===== src/rtl/pipe_idex_stage.sv =====
// ID/EX pipeline register with load-use hazard detection, bubble insertion,
// flush squash, external hold, and saturating stall/hold counters.
module pipe_idex_stage #(
  parameter int unsigned DATA_W = 32,
  parameter int unsigned CNT_W  = 16
) (
  input  logic              clk,
  input  logic              reset,
  input  logic              IFID_Valid,
  input  logic [4:0]        IFID_RegisterRs,
  input  logic [4:0]        IFID_RegisterRt,
  input  logic [4:0]        IFID_RegisterRd,
  input  logic              IFID_UsesRt,
  input  logic [DATA_W-1:0] IFID_ReadData1,
  input  logic [DATA_W-1:0] IFID_ReadData2,
  input  logic [DATA_W-1:0] IFID_Imm,
  input  logic [8:0]        IFID_Ctrl,
  input  logic              flush,
  input  logic              hold,
  output logic              IDEX_Valid,
  output logic [4:0]        IDEX_RegisterRs,
  output logic [4:0]        IDEX_RegisterRt,
  output logic [4:0]        IDEX_RegisterRd,
  output logic [DATA_W-1:0] IDEX_ReadData1,
  output logic [DATA_W-1:0] IDEX_ReadData2,
  output logic [DATA_W-1:0] IDEX_Imm,
  output logic [8:0]        IDEX_Ctrl,
  output logic              PCWrite,
  output logic              IFIDWrite,
  output logic              load_use_stall,
  output logic [CNT_W-1:0]  stall_count,
  output logic [CNT_W-1:0]  hold_count
);

  // Ctrl packing: {RegDst,ALUSrc,ALUOp[1:0],MemRead,MemWrite,MemtoReg,RegWrite,Branch}
  localparam int unsigned MEMREAD_BIT = 4;
  localparam logic [CNT_W-1:0] CNT_ONE = CNT_W'(1);

  logic rsMatch;
  logic rtMatch;

  // Load-use hazard: a valid load in EX writing a register the ID instruction reads
  always_comb begin
    rsMatch        = (IDEX_RegisterRt == IFID_RegisterRs);
    rtMatch        = IFID_UsesRt & (IDEX_RegisterRt == IFID_RegisterRt);
    load_use_stall = IDEX_Valid & IDEX_Ctrl[MEMREAD_BIT] & (IDEX_RegisterRt != 5'd0) &
                     IFID_Valid & (rsMatch | rtMatch);
  end

  // Upstream write enables: hold freezes, flush overrides the hazard, reset behaves as normal
  always_comb begin
    PCWrite   = reset | (~hold & (flush | ~load_use_stall));
    IFIDWrite = PCWrite;
  end

  // Pipeline register update with reset > hold > flush > stall > capture priority
  always_ff @(posedge clk) begin
    if (reset) begin
      IDEX_Valid      <= 1'b0;
      IDEX_RegisterRs <= '0;
      IDEX_RegisterRt <= '0;
      IDEX_RegisterRd <= '0;
      IDEX_ReadData1  <= '0;
      IDEX_ReadData2  <= '0;
      IDEX_Imm        <= '0;
      IDEX_Ctrl       <= '0;
      stall_count     <= '0;
      hold_count      <= '0;
    end else if (hold) begin
      if (hold_count != '1) begin
        hold_count <= hold_count + CNT_ONE;
      end
    end else if (flush || load_use_stall) begin
      // Bubble: only Valid/Ctrl matter, operand fields cleared so forwarding sees $0
      IDEX_Valid      <= 1'b0;
      IDEX_RegisterRs <= '0;
      IDEX_RegisterRt <= '0;
      IDEX_RegisterRd <= '0;
      IDEX_ReadData1  <= '0;
      IDEX_ReadData2  <= '0;
      IDEX_Imm        <= '0;
      IDEX_Ctrl       <= '0;
      if (!flush && (stall_count != '1)) begin
        stall_count <= stall_count + CNT_ONE;
      end
    end else begin
      IDEX_Valid      <= IFID_Valid;
      IDEX_RegisterRs <= IFID_RegisterRs;
      IDEX_RegisterRt <= IFID_RegisterRt;
      IDEX_RegisterRd <= IFID_RegisterRd;
      IDEX_ReadData1  <= IFID_ReadData1;
      IDEX_ReadData2  <= IFID_ReadData2;
      IDEX_Imm        <= IFID_Imm;
      IDEX_Ctrl       <= IFID_Ctrl;
    end
  end

endmodule


===== config.mk =====
export PLATFORM = sky130hd
export DESIGN_NAME = pipe_idex_stage
export DESIGN_NICKNAME = d
export VERILOG_FILES = /design/src/rtl/pipe_idex_stage.sv
export SDC_FILE = /design/constraint.sdc
export NUM_CORES = 1
export LEC_CHECK = 0
export CORE_MARGIN = 1
export CORE_UTILIZATION = 43
export CTS_CLUSTER_DIAMETER = 150
export CTS_CLUSTER_SIZE = 14
export DETAILED_ROUTE_END_ITERATION = 16
export PLACE_DENSITY = 0.86
export REMOVE_ABC_BUFFERS = 1
export SKIP_LAST_GASP = 1
export SLEW_MARGIN = 20
export SYNTH_ARGS = -nofsm -noshare
export SYNTH_HDL_FRONTEND = slang
export SYNTH_SLANG_ARGS = --single-unit

===== constraint.sdc =====
create_clock -name clk -period 6.4 [get_ports clk]
set_input_delay 0.96 -clock clk [delete_from_list [all_inputs] [get_ports clk]]
set_output_delay 0.96 -clock clk [all_outputs]
set_load 0.01 [all_outputs]

==> metrics <==
num ports 282; post-synthesis mux area share 1.62%; layout cells sized above 1 just under 7%; first-pass GRT wire length 25800 µm; Die Wd between 100 and 150 µm; Seq/Total Area, Yosys 55.9%; Post-synth EDFFs 0; Layout Cells excl Fill 940; Synth Area in Compound Gates 23.5%; WP buf/inv 3; hold_buf cts 0; DR vias approximately 5100; Synth Instances between 400 and 500; Sw Share between 20% and 30%; Pleak about 3.4 nW; Area growth syn-to-layout 63.7%; buffers from clock root to sink, at most 2; Clk network pwr share 45.3%; pin count of the biggest net entering global routing 85; Tot GR Track Use between 20% and 30%; routability congestion estimate 0.816; routed wire length 17100 µm; largest family of logic cells by synthesized area compound AO/OA/AOI/OAI gates; fraction of the mapped netlist area in adder cells 0.457%; Ant. Diodes 0; port bufs 281; CP Capture Type output port; final hold violations 0; Logic pwr share between 10% and 20%; WHS Endpoint IDEX_RegisterRs[1]; Slew Limit Fails 0; Worst-Skew Late Latency 0.42 ns; Initial DRT Pass Iterations 4; remaining global-route overflow 0; root buf cell clkbuf_16; simple-gate share of the synthesized area 10.7%; r2r endpoint IDEX_Imm[14]; Int Pwr 1.76 mW; Slowest cell on crit path clkdlybuf4s50_1; CP Max Fanout 15; crit-path max cell delay 0.50 ns; syn_area_per_cell 11.1 µm²; reg2reg start IDEX_RegisterRt[3]; Post-synth top flop dfxtp_1; DRT antenna net count 0; crit path time final between 4 and 5 ns; Worst Hold Class reg -> reg; setup TNS 0 ns; clk_skew 0.00585 ns; core area 12200 µm²; CP required 5.44 ns; clock transition at the registers of the reported paths approximately 0.060 ns; filler cell count 878; total stage count of the critical path 8; Clock Sinks between 150 and 200; initial DRC count 334; DRC 0; via/cell ratio roughly 5.4; Layout Utilization 73.4%; Worst-Margin Slew 0.878 ns; PD cells 252 nW/µm²; initial antenna violation count 0; FMAX about 230 MHz; yosys warns 0; Switch Pwr ~500 µW; maximum VDD drop 177 µV; CP delay by family, top buffers and inverters; post-synthesis register bit count between 150 and 200; Die Height 115 µm; min-delay src IDEX_RegisterRs[1]; Reg power frac 44.4%; initial core utilization 44.8%; CTS tree yes; final HPWL from detailed placement 12200 µm; H-tree depth 4; status complete, no violations; Min-Delay Path Depth 1; RSZ-0062 raised after global routing no; Slew Limit Headroom 41.5%; CP Launch Type input port; cell area after synthesis 5480 µm²; post-cts resize count 0; # rows 40; Critical Path, Cell by Cell clkdlybuf4s50_1, xor2_1, nor4_1, a32oi_2, buf_6, nor3_1, a21oi_1, clkdlybuf4s50_1; crit share post-route 68.7%; R2R depth 8; ys async rst share 0%; nets@finish 887; Max Cap Violations 0; Setup Viol. Count Final 0; via count of the first global-routing pass 5019; Yosys cell types 36; post-CTS setup buffer count 0; Crit path top cell by count clkdlybuf4s50_1; Die ar. 13200 µm²; WL/cell 18.2 µm; kind of critical path in -> out; Post-Place Cells ~900; flop2flop setup slack 3.57 ns; fraction of synthesized cell area in xor and xnor cells 3.52%; worst endpoint data arrival time 3.44 ns; TritonCTS buffer count 17
==> worst max path at each step <==
stage                                   from   endpoint  slack, ns
after CTS                 IFID_RegisterRt[3]    PCWrite       1.77
after detailed placement  IFID_RegisterRt[3]    PCWrite       1.81
final                     IFID_RegisterRt[3]    PCWrite       2.00
after floorplan                        reset  IFIDWrite      -0.24
after global placement    IFID_RegisterRt[3]  IFIDWrite       1.93
after global routing      IFID_RegisterRt[3]    PCWrite       1.81
==> cells in the mapped netlist, types with 2 or more instances <==
cell type / instances / area share, %
dfxtp_1: 153 / 56
xor2_1: 21 / 3.4
nor4_1: 3 / 0.34
buf_6: 9 / 1.9
nand2_1: 10 / 0.69
and3_1: 5 / 0.57
or4_1: 8 / 1.1
or3_1: 3 / 0.34
ha_1: 2 / 0.46
o21ai_0: 9 / 0.82
a21oi_1: 12 / 1.1
buf_2: 4 / 0.37
nand4_1: 8 / 0.91
a22o_1: 121 / 19
o31ai_1: 7 / 0.96
buf_4: 2 / 0.27
mux2_2: 7 / 1.4
clkbuf_1: 25 / 1.7
nor2b_1: 8 / 0.91
and4_1: 5 / 0.80
nor3_1: 13 / 1.2
inv_1: 2 / 0.14
nor2_1: 26 / 1.8
nand3_1: 16 / 1.5
o211ai_1: 2 / 0.27
==> metrics by stage <==
step                worst slack (ns)  total power, mW  cell area, µm²  hold slack (ns)
finish                          2.00             2.26            8960            0.478
global route                    1.81             2.34            8960            0.488
CTS                             1.77             2.28            8950            0.482
detailed placement              1.81             1.26            8340            0.463
global placement                1.93             1.25            8320            0.460
floorplan                     -0.243             1.09            5250            0.498
==> logic make-up after synthesis <==
logic type,Yosys count
AND/OR/NAND/NOR,109
buffers and inverters,42
XOR/XNOR,22
flip-flops,153
multiplexers,8
AO/OA/AOI/OAI,156
adder cells (fa/ha/maj),2
==> layout make-up <==
cell class,count,area [µm²],share of cell area [%]
Sequential cell,153,3060,34.2
Timing Repair Buffer,288,2890,32.2
Multi-Input combinational cell,297,2180,24.4
Clock buffer,18,439,4.90
Tap cell,168,210,2.34
Clock inverter,14,171,1.91
Inverter,2,7.51,0.0837
==> registers in the layout, indices dropped and copies added, names as in the netlist <==
signal	flops
IDEX_RegisterRd	5
hold_count	16
IDEX_RegisterRt	5
stall_count	16
IDEX_ReadData1	32
IDEX_ReadData2	32
IDEX_Imm	32
IDEX_Ctrl	9
IDEX_Valid	1
IDEX_RegisterRs	5
==> power groups by stage <==
stage	clock (mW)	combinational, mW	sequential (mW)
2_1_floorplan	0	0.0534	1.04
3_3_place_gp	0	0.227	1.02
3_5_place_dp	0	0.233	1.02
4_1_cts	1.04	0.235	1.00
5_1_grt	1.09	0.248	1.01
6_report	1.02	0.234	1.00
==> routing by layer <==
metal / GRT usage, % / part of all wire [%] / wire length [µm] / vias up
met1: 27.6 / 37 / 6340 / 2393
li1: - / - / - / 2391
met2: 44.4 / 51 / 8640 / 241
met5: 0 / 0 / 0 / -
met4: 12.4 / 3.3 / 556 / 0
met3: 9.54 / 9.1 / 1550 / 40
==> layout by cell type (no fill, tap or decap), types with 7 or more instances in the layout <==
master	n
o31ai_1	7
o21ai_0	9
nor2b_1	7
nand2_1	10
or4_1	8
xor2_1	21
clkdlybuf4s50_1	281
nor3_1	13
mux2_2	7
nand4_1	8
a22o_1	121
nor2_1	26
nand3_1	16
a21oi_1	12
dfxtp_1	153
clkbuf_16	17
No activity file was read; power rests on OpenSTA's default activity.
